==> src/rtl/apb_to_obi.sv <==
// apb_to_obi: APB slave to OBI manager bridge, one transfer outstanding.
//   clk_i, rst_ni                  : clock, synchronous active-low reset
//   psel_i/penable_i/pwrite_i      : APB control
//   paddr_i/pwdata_i/pstrb_i       : APB address, write data, strobes
//   pprot_i                        : APB protection (ignored)
//   prdata_o/pready_o/pslverr_o    : APB response, register-driven
//   req_o/gnt_i                    : OBI request handshake
//   addr_o/we_o/be_o/wdata_o       : OBI request payload (held registers)
//   rvalid_i/rdata_i/err_i         : OBI response
//   rready_o                       : OBI response ready, always 1
module apb_to_obi #(
   parameter int unsigned AddrWidth = 32,
   parameter int unsigned DataWidth = 32,
   localparam int unsigned StrbWidth = DataWidth / 8
) (
   input  logic                 clk_i,
   input  logic                 rst_ni,
   input  logic                 psel_i,
   input  logic                 penable_i,
   input  logic                 pwrite_i,
   input  logic [AddrWidth-1:0] paddr_i,
   input  logic [DataWidth-1:0] pwdata_i,
   input  logic [StrbWidth-1:0] pstrb_i,
   input  logic [2:0]           pprot_i,
   output logic [DataWidth-1:0] prdata_o,
   output logic                 pready_o,
   output logic                 pslverr_o,
   output logic                 req_o,
   input  logic                 gnt_i,
   output logic [AddrWidth-1:0] addr_o,
   output logic                 we_o,
   output logic [StrbWidth-1:0] be_o,
   output logic [DataWidth-1:0] wdata_o,
   input  logic                 rvalid_i,
   input  logic [DataWidth-1:0] rdata_i,
   input  logic                 err_i,
   output logic                 rready_o
);

   typedef enum logic [1:0] {
      IDLE = 2'd0,
      REQ  = 2'd1,
      RESP = 2'd2,
      DONE = 2'd3
   } state_e;

   typedef struct packed {
      logic [AddrWidth-1:0] addr;
      logic                 we;
      logic [StrbWidth-1:0] be;
      logic [DataWidth-1:0] wdata;
   } obi_req_t;

   state_e               state_q, state_d;
   obi_req_t             obi_q, obi_d;
   logic [DataWidth-1:0] rdata_q, rdata_d;
   logic                 err_q, err_d;

   // Protection attributes have no OBI counterpart.
   logic unused_pprot;
   assign unused_pprot = ^pprot_i;

   // State register.
   always_ff @(posedge clk_i) begin
      if (!rst_ni) begin
         state_q <= IDLE;
      end else begin
         state_q <= state_d;
      end
   end

   // Captured request payload and response.
   always_ff @(posedge clk_i) begin
      if (!rst_ni) begin
         obi_q   <= '0;
         rdata_q <= '0;
         err_q   <= 1'b0;
      end else begin
         obi_q   <= obi_d;
         rdata_q <= rdata_d;
         err_q   <= err_d;
      end
   end

   // Next-state and capture logic.
   always_comb begin
      state_d = state_q;
      obi_d   = obi_q;
      rdata_d = rdata_q;
      err_d   = err_q;
      unique case (state_q)
         IDLE: begin
            if (psel_i) begin
               obi_d.addr  = paddr_i;
               obi_d.we    = pwrite_i;
               // Reads fetch the full word.
               obi_d.be    = pwrite_i ? pstrb_i : {StrbWidth{1'b1}};
               obi_d.wdata = pwdata_i;
               state_d     = REQ;
            end
         end
         REQ: begin
            if (gnt_i) begin
               state_d = RESP;
            end
         end
         RESP: begin
            if (rvalid_i) begin
               // Writes return zero so no stale read data leaks onto prdata.
               rdata_d = obi_q.we ? '0 : rdata_i;
               err_d   = err_i;
               state_d = DONE;
            end
         end
         DONE: begin
            if (psel_i && penable_i) begin
               state_d = IDLE;
            end
         end
         default: state_d = IDLE;
      endcase
   end

   // Outputs are decoded purely from registers; gnt/rvalid never reach APB combinationally.
   assign req_o     = (state_q == REQ);
   assign addr_o    = obi_q.addr;
   assign we_o      = obi_q.we;
   assign be_o      = obi_q.be;
   assign wdata_o   = obi_q.wdata;
   assign rready_o  = 1'b1;
   assign pready_o  = (state_q == DONE);
   assign pslverr_o = (state_q == DONE) && err_q;
   assign prdata_o  = (state_q == DONE) ? rdata_q : '0;

endmodule

==> config.mk <==
export PLATFORM = sky130hd
export DESIGN_NAME = apb_to_obi
export DESIGN_NICKNAME = d
export VERILOG_FILES = /design/src/rtl/apb_to_obi.sv
export SDC_FILE = /design/constraint.sdc
export NUM_CORES = 1
export LEC_CHECK = 0
export ABC_AREA = 0
export CELL_PAD_IN_SITES_DETAIL_PLACEMENT = 0
export CELL_PAD_IN_SITES_GLOBAL_PLACEMENT = 2
export CORE_MARGIN = 5
export CORE_UTILIZATION = 20
export DETAILED_ROUTE_END_ITERATION = 16
export PLACE_DENSITY = 0.82
export SLEW_MARGIN = 10
export SYNTH_ARGS = -nofsm -noshare
export SYNTH_HDL_FRONTEND = slang
export SYNTH_SLANG_ARGS = --single-unit
==> constraint.sdc <==
create_clock -name clk_i -period 1.5 [get_ports clk_i]
set_input_delay 0.3 -clock clk_i [delete_from_list [all_inputs] [get_ports clk_i]]
set_output_delay 0.3 -clock clk_i [all_outputs]
set_load 0.05 [all_outputs]
Word level (Yosys, flattened, before mapping)
Index checks and enable logic that the tools add are counted.
{"block": "totals", "register_bits": 104, "inputBits": 111, "out_inout_bits": 105, "word_cells": 28}
{"block": "op_classes", "n_eq_ne": 7, "n_mux": 8, "reduce_logical": 6}
{"operator": "$mux W32", "count": 2}
{"operator": "$mux W2", "count": 4}
{"operator": "$pmux W2 S4", "count": 1}
{"operator": "$eq A2 B2 Y1 const B", "count": 2}
{"operator": "$mux W4", "count": 1}
{"operator": "$ne A2 B1 Y1 const B", "count": 2}
{"operator": "$ne A2 B2 Y1 const B", "count": 2}
{"operator": "$reduce_and A2 Y1", "count": 2}
{"operator": "$reduce_and A4 Y1", "count": 1}
{"operator": "$eq A2 B1 Y1 const B", "count": 1}
{"operator": "$logic_and A1 B1 Y1", "count": 2}
{"operator": "$logic_not A2 Y1", "count": 1}

Longest topological paths before layout
Gate-level depths: netlist of the first run.
{"block": "logic_depth", "word_depth": 3, "depth_mapped": 7, "depth_no_buf": 5}

Worst setup path after synthesis of the first run
OpenSTA, ideal clock, no wires.
{"block": "synth_path", "path_type": "reg-to-output", "startpoint": "register state_q[0]", "endpoint": "output prdata_o[0]", "arrival_time_ps": 1660, "required_ps": 1200, "slack_ps": -460, "path_stages_with_launch": 4, "n_path_buf": 1, "path_cell_list": "dfxtp_1 ha_1 clkbuf_1 and2_1"}
{"block": "synth_between", "elab_chain_cells": 2}
{"item": "start: declaration", "line_no": "54", "source": "state_e state_q, state_d;"}
{"item": "start signal: assignment", "line_no": "68", "source": "state_q <= state_d;"}
{"item": "$eq A2 B2 Y1"}
{"item": "via pready_o", "line_no": "26", "source": "output logic pready_o,"}
{"item": "$mux W32", "line_no": "133", "source": "assign prdata_o = (state_q == DONE) ? rdata_q : '0;"}
{"item": "end: declaration", "line_no": "25", "source": "output logic [DataWidth-1:0] prdata_o,"}
The timed path passes the listed nets, and every way through them passes these cells.

Final worst setup path of the first run
{"block": "layout_path", "startpoint": "register state_q[0]", "endpoint": "output prdata_o[11]"}
{"block": "layout_between", "elab_chain_cells": 2}
{"item": "$eq A2 B2 Y1", "line_no": "133"}
{"item": "$mux W32", "line_no": "133"}
No other way between the ends.

==> Implementation_results.wiki, run 1 <==
{| class="wikitable"
! Metric !! Value
|-
| Net switching share of the total power || around 38%
|-
| Largest buffer count on any clock path || 2
|-
| Fin cells || 995
|-
| Residual overflow from global routing || 0
|-
| Total number of placement rows || 54
|-
| Fraction of final layout cells with drive strength greater than 1 || 26.8%
|-
| Length of the first detailed-routing pass in iterations || 4
|-
| RD Place Congestion || 0.702
|-
| Failing checks || setup timing
|-
| Port Buffer Count || 211
|-
| Worst min-delay path class || in2reg
|-
| Detail Placement HPWL || 10600 microns
|-
| Required time of the critical path || between 1 and 1.5 ns
|-
| First-pass GRT wire length || 22600 microns
|-
| Clock network fraction of total power || ~22%
|-
| Initial cell density of the core || 20.2%
|-
| Master of the slowest instance on the critical path || sky130_fd_sc_hd__dfxtp_2
|-
| Routed WL per cell || around 16 microns
|-
| Final WS setup || -0.192 ns
|-
| Core ar. || 21700 sq um
|-
| Drt drc || 0
|-
| Initial drt markers || approximately 110
|-
| Internal power consumption || around 7.4 mW
|-
| Reported net switching power || 4.44 mW
|-
| Top post-synthesis cells by area || sky130_fd_sc_hd__dfxtp_1, sky130_fd_sc_hd__a21boi_0, sky130_fd_sc_hd__nand2_1, sky130_fd_sc_hd__nand4b_1, sky130_fd_sc_hd__and2_1
|-
| Clock sink count || roughly 100
|-
| Part of the Yosys area used for sequential elements || 47.5%
|-
| Critical Path Sink Type || primary output
|-
| Vias per Instance || 4.09
|-
| Largest net degree at the start of global routing || 66
|-
| Area of the mapped netlist || 4380 sq um
|-
| Data arrival time of the critical path || ~1.4 ns
|-
| Area fraction of the dominant cell type after synthesis || 47.5%
|-
| TritonCTS clock tree || done
|-
| Final routed wirelength across all metal layers || 15500 microns
|-
| Worst slack after detailed placement || -0.211 ns
|-
| Synth Net Count || approximately 620
|-
| Power density over the cells || 1390 nW/um^2
|-
| Area taken by flip-flops and latches || about 2100 sq um
|-
| Leak || between 3 and 4 nW
|-
| Footprint of the multi-input gates || 2170 sq um
|-
| Final slew viol count || 0
|-
| Max-cap violations || 0
|-
| Status || finished, violations left
|-
| Post-Route Hold Slack || roughly 0.43 ns
|-
| Combined global-route utilization of all metal layers || a little under an eighth
|-
| Crit-path cells || ha_4 -> buf_12 -> and2_2 -> buf_12
|-
| Cell type with the largest total area after synthesis || sky130_fd_sc_hd__dfxtp_1
|-
| Kind of start point of the critical path || flip-flop
|-
| Die ar. || about 25000 sq um
|-
| Clock Latency Late Sink || 0.35 ns
|-
| Timing-limited maximum frequency || about 0.6 GHz
|-
| Share of the core filled with cells || 39.1%
|-
| Most frequent cell on the critical path || sky130_fd_sc_hd__buf_12
|-
| Die span in y || 158 microns
|-
| Period utilization || 113%
|-
| Via count of the first global-routing pass || 3912
|-
| Synth warn || 0
|-
| H-tree levels || 3
|-
| Largest driver fanout on the critical path || 18
|-
| Clock slew seen by the registers of the worst setup and hold paths || 0.08 ns
|-
| Count of unique library cells instantiated by Yosys || 20
|-
| Flop and latch count out of synthesis || 104
|-
| Count of endpoints failing hold in the final timing report || 0
|-
| Via count of the routed design || 4067
|-
| Combinational group share of total power || about 47%
|-
| Post-layout minimum cycle time || ~1.7 ns
|-
| Stage delay of the slowest cell on the critical path || 0.35 ns
|-
| Number of antenna violations at the first check in global routing || 0
|-
| Worst clock skew || 0.00939 ns
|-
| Number of standard cells after synthesis || roughly 500
|-
| Power after layout || ~12 mW
|-
| Placed instance count || roughly 1000
|-
| Kind of critical path || reg2out
|-
| Final Setup Violations || 35
|-
| Filler cells || around 2100
|-
| Nets || approximately 800
|-
| Post-synthesis area per instance || between 8 and 9 sq um
|-
| Part of the power in registers || between 30% and 40%
|-
| Setup repair after global routing missed its margin || yes
|-
| Worst vdd rail ir drop || 0.678 mV
|-
| Relative area change from synthesis to final layout || 93.5%
|-
| Library cell used as clock root buffer || sky130_fd_sc_hd__clkbuf_16
|-
| TritonCTS Buffers || 9
|-
| Horizontal die dimension || 158 microns
|-
| Ports || around 220
|-
| Remaining number of nets flagged by the antenna check after routing || 0
|}
==> cell families (layout without fill, tap and decap cells) <==
group | count (synthesis) | in the layout | synth area share [%]
compound gates | 104 | 104 | 18.4
fa+ha+maj | 4 | 4 | 1.14
buf+inv | 46 | 256 | 5.28
flops | 104 | 104 | 47.5
mux | 2 | 2 | 0.457
other cells | 1 | 2 | 0.0855
simple gates | 243 | 243 | 27.1
==> power groups by stage <==
| stage | Sequential, mW | Clock (mW) | Combinational, mW |
|---|---|---|---|
| global route | 3.71 | 2.88 | 5.91 |
| finish | 3.64 | 2.62 | 5.54 |
| CTS | 3.65 | 2.77 | 5.25 |
| global placement | 3.69 | 0 | 5.22 |
| detailed placement | 3.71 | 0 | 5.21 |
| floorplan | 4.72 | 0 | 1.55 |
==> cell usage after synthesis <==
master	instances
sky130_fd_sc_hd__o211a_1	4
sky130_fd_sc_hd__ha_1	4
sky130_fd_sc_hd__buf_2	14
sky130_fd_sc_hd__nor2b_4	1
sky130_fd_sc_hd__a2111oi_4	1
sky130_fd_sc_hd__nand3b_1	4
sky130_fd_sc_hd__buf_4	9
sky130_fd_sc_hd__nor2b_1	2
sky130_fd_sc_hd__inv_1	2
sky130_fd_sc_hd__conb_1	1
sky130_fd_sc_hd__buf_6	1
sky130_fd_sc_hd__dfxtp_1	104
sky130_fd_sc_hd__mux2i_1	2
sky130_fd_sc_hd__nand4b_1	32
sky130_fd_sc_hd__clkbuf_1	20
sky130_fd_sc_hd__o21ai_0	1
sky130_fd_sc_hd__a21boi_0	98
sky130_fd_sc_hd__nand2_1	169
sky130_fd_sc_hd__nand3_1	1
sky130_fd_sc_hd__and2_1	34
==> through the flow <==
| step | TNS (ns) | instance area (sq um) |
|---|---|---|
| 2_1_floorplan | -0.318 | 4450 |
| 3_3_place_gp | -6.93 | 7980 |
| 3_5_place_dp | -9.30 | 7980 |
| 4_1_cts | -6.93 | 8360 |
| 5_1_grt | -8.23 | 8480 |
| 6_report | -6.02 | 8480 |
==> state kept, by name (all words and copies together) (netlist names) <==
signal and flops:
we_o 1, addr_o 32, err_q 1, wdata_o 32, state_q 2, rdata_q 32, be_o 4
==> cell type report <==
class,count,area share (%)
antenna,1,0.0295
clock inverter,7,1.22
clock buffer,9,2.66
sequential,104,24.6
multi-input combinational,354,25.5
tap,280,4.13
timing repair buffer,238,41.8
inverter,2,0.0885
==> path summary, 6_finish.rpt <==
check	startpoint	to	slack, ns	cells past startpoint
worst min register to register	rdata_q[28]$_SDFFE_PN0P_	rdata_q[28]$_SDFFE_PN0P_	0.46	2
worst max-delay path	state_q[0]$_SDFFE_PN0P_	prdata_o[11]	-0.19	4
worst max register to register	state_q[1]$_SDFFE_PN0P_	state_q[0]$_SDFFE_PN0P_	-0.02	5
worst min-delay path	rst_ni	state_q[1]$_SDFFE_PN0P_	0.43	4
==> layer usage <==
metal / vias to the layer above / GRT usage, % / wire length, microns
met1: 1818 / 14.9 / 6730
met3: 11 / 6.23 / 1920
met4: 0 / 3.13 / 146
li1: 2072 / - / -
met5: - / 0 / 0
met2: 166 / 17.1 / 6700
==> placed cells by master (no fill, tap or decap), drive strengths merged <==
cell type | Yosys | routed
nand2 | 169 | 169
buf | 24 | 129
clkdlybuf4s50 | 0 | 106
dfxtp | 104 | 104
a21boi | 98 | 98
and2 | 34 | 34
nand4b | 32 | 32
clkbuf | 20 | 12
nand3b | 4 | 4
o211a | 4 | 4
ha | 4 | 4
inv | 2 | 4
nor2b | 3 | 3
mux2i | 2 | 2
clkinvlp | 0 | 2
bufinv | 0 | 2
diode | 0 | 1
o21ai | 1 | 1
a2111oi | 1 | 1
nand3 | 1 | 1
conb | 1 | 1
clkinv | 0 | 1
==> worst max-delay path: cells and delay by family, from the launching register on <==
family / cells / cell delay [ns]
buffers and inverters: 2 / 0.30
DFF: 1 / 0.35
and+or+nand+nor: 1 / 0.22
adders and majority gates: 1 / 0.17
==> what timing repair did <==
action                     in CTS  in global routing
hold buffers                    0                  0
buffers inserted                2                  0
pin swaps                       2                  1
cloned                          0                  4
setup endpoints to repair      39                102
gates resized for setup         5                 13
hold endpoints to repair        0                  0
(Power assumes the default switching activity.)
==> run 2, diff against run 1 <==
Settings changed: CORE_MARGIN 5 to 2, SLEW_MARGIN 10 to 5.
==> Implementation_results.wiki, run 2 (synthesized netlist as in run 1, its figures left out) <==
{| class="wikitable"
! Metric !! Value
|-
| Status || finished, violations left
|-
| Failing checks || setup timing
|-
| Library cell used as clock root buffer || sky130_fd_sc_hd__clkbuf_16
|-
| Vias per Instance || 4.13
|-
| Final routed wirelength across all metal layers || 15600 microns
|-
| First-pass GRT wire length || 23400 microns
|-
| Total number of placement rows || 54
|-
| Setup repair after global routing missed its margin || yes
|-
| Period utilization || 110%
|-
| Final Setup Violations || 37
|-
| Fin area || 8760 sq um
|-
| Max-cap violations || 0
|-
| Worst hold path cell count || 2
|-
| TritonCTS Buffers || 9
|-
| Footprint of the multi-input gates || between 2000 and 2500 sq um
|-
| Power after layout || 12.2 mW
|-
| Fraction of final layout cells with drive strength greater than 1 || 29.7%
|-
| Detail Placement HPWL || 10000 microns
|-
| Post-layout minimum cycle time || 1.65 ns
|-
| Horizontal die dimension || 152 microns
|-
| Port Buffer Count || 211
|-
| Kind of critical path || reg2out
|-
| Critical register-to-register path startpoint || state_q[1]$_SDFFE_PN0P_
|-
| Largest driver fanout on the critical path || 18
|-
| Antenna cells || 0
|-
| Placed Instance Area || about 8000 sq um
|-
| Relative area change from synthesis to final layout || 99.9%
|-
| Die span in y || 152 microns
|-
| Routed WL per cell || 15.5 microns
|-
| Filler cells || 2139
|-
| Worst vdd rail ir drop || 0.587 mV
|-
| Core ar. || between 20000 and 25000 sq um
|-
| Ports || between 200 and 250
|-
| Kind of start point of the critical path || flip-flop
|-
| Largest net degree at the start of global routing || 53
|-
| RD Place Congestion || 0.699
|-
| Clock slew seen by the registers of the worst setup and hold paths || about 0.08 ns
|-
| Initial cell density of the core || 20.2%
|-
| Critical Path Sink Type || primary output
|-
| Required time of the critical path || 1.20 ns
|-
| Leak || approximately 3.3 nW
|-
| Setup slack on the worst flop-to-flop path || -0.07 ns
|-
| Clock Latency Late Sink || 0.35 ns
|-
| Worst min-delay path class || in2reg
|-
| Power density over the cells || 1400 nW/um^2
|-
| Residual overflow from global routing || 0
|-
| Number of antenna violations at the first check in global routing || 0
|-
| Most used cells in the layout excluding fill and tap cells || sky130_fd_sc_hd__nand2_1, sky130_fd_sc_hd__buf_12, sky130_fd_sc_hd__clkdlybuf4s50_1
|-
| Via count of the routed design || 4166
|-
| Count of endpoints failing hold in the final timing report || 0
|-
| Worst slack after detailed placement || -0.193 ns
|-
| Data arrival time of the critical path || 1.35 ns
|-
| Capture endpoint of the worst hold path || addr_o[30]$_SDFFE_PN0P_
|-
| Drt drc || 0
|-
| Die ar. || 23100 sq um
|-
| Length of the first detailed-routing pass in iterations || 4
|-
| Timing-limited maximum frequency || 0.606 GHz
|-
| Via count of the first global-routing pass || between 4000 and 5000
|-
| Combined global-route utilization of all metal layers || 12.7%
|-
| Largest buffer count on any clock path || 2
|-
| Final WS setup || -0.150 ns
|-
| Worst clock skew || 0.00904 ns
|-
| CTS hold repair buffers || 0
|-
| Endpoint of the worst-slack reg-to-reg timing path || state_q[0]$_SDFFE_PN0P_
|-
| TritonCTS clock tree || done
|-
| Final slew viol count || 0
|-
| Remaining number of nets flagged by the antenna check after routing || 0
|-
| Initial drt markers || between 90 and 100
|-
| H-tree levels || 3
|-
| Depth of the most critical reg-to-reg path || 6
|-
| Clock sink count || ~100
|-
| Nets || 838
|-
| Hold_sp || rst_ni
|-
| Commonest non-fill, non-tap cell in the layout || sky130_fd_sc_hd__nand2_1
|-
| Area taken by flip-flops and latches || 2080 sq um
|}
## run 2: cell count changes in the layout (fill, tap and decap cells not counted), moves of 4 or more
cell	change
sky130_fd_sc_hd__buf_12	+4
sky130_fd_sc_hd__and2_2	-30
sky130_fd_sc_hd__a21boi_1	+30
sky130_fd_sc_hd__buf_6	+4
sky130_fd_sc_hd__nand2_1	-4
sky130_fd_sc_hd__and2_4	+30
sky130_fd_sc_hd__buf_4	+4
sky130_fd_sc_hd__nand2_2	+5
sky130_fd_sc_hd__a21boi_0	-34
sky130_fd_sc_hd__a21boi_2	+4
## run 2: what timing repair did
action | in CTS | in global routing
resized for setup | 37 | 68
setup endpoints to repair | 41 | 106
pin swaps | 3 | 5
gates cloned | 2 | 6
buffers inserted | 5 | 6
## run 2: cell type report
type                       instances  share of cell area (%)
clock buffer                       9                    2.57
sequential                       104                    23.8
clock inverter                     7                   0.899
multi-input combinational        354                    25.6
timing repair buffer             252                    43.0
tap                              280                    4.00
inverter                           2                   0.143
## run 2: critical path: stages (launching register included)
cell and delay [ns]:
sky130_fd_sc_hd__dfxtp_2 0.36, sky130_fd_sc_hd__ha_4 0.17, sky130_fd_sc_hd__buf_12 0.16, sky130_fd_sc_hd__and2_4 0.17, sky130_fd_sc_hd__buf_12 0.13
## run 2: worst max path at each step
stage                                       start                 endpoint  slack, ns  cells past startpoint
after floorplan           state_q[1]$_SDFFE_PN0P_              prdata_o[0]      -0.01                      3
after global placement                     psel_i  state_q[0]$_SDFFE_PN0P_      -0.17                      4
after detailed placement                   psel_i  state_q[0]$_SDFFE_PN0P_      -0.19                      4
after CTS                 state_q[0]$_SDFFE_PN0P_             prdata_o[28]      -0.21                      4
after global routing      state_q[1]$_SDFFE_PN0P_             prdata_o[27]      -0.21                      4
final                     state_q[1]$_SDFFE_PN0P_             prdata_o[27]      -0.15                      4
## run 2: power breakdown
group	switching [mW]	internal (mW)	total [mW]
clock	1.16	1.32	2.48
combinational	3.06	3.05	6.11
sequential	0.417	3.23	3.65
total	4.64	7.60	12.2
## run 2: stage by stage
step / util, % / cells / setup TNS, ns / hold WS (ns)
4_1_cts: 39.2 / 997 / -6.07 / 0.339
6_report: 40.4 / 1008 / -4.73 / 0.342
2_1_floorplan: - / 504 / -0.318 / 0.436
3_3_place_gp: 36.9 / 974 / -7.49 / 0.443
5_1_grt: 40.4 / 1008 / -7.02 / 0.339
3_5_place_dp: 36.9 / 974 / -9.11 / 0.449
## run 2: routing by layer
layer	GRT usage [%]	routed length, microns	up-vias	share of wire, %
li1	-	-	2094	-
met1	15.9	6710	1897	43
met2	19.9	7120	160	46
met3	5.50	1520	15	9.8
met4	4.09	221	0	1.4
met5	0	0	-	0
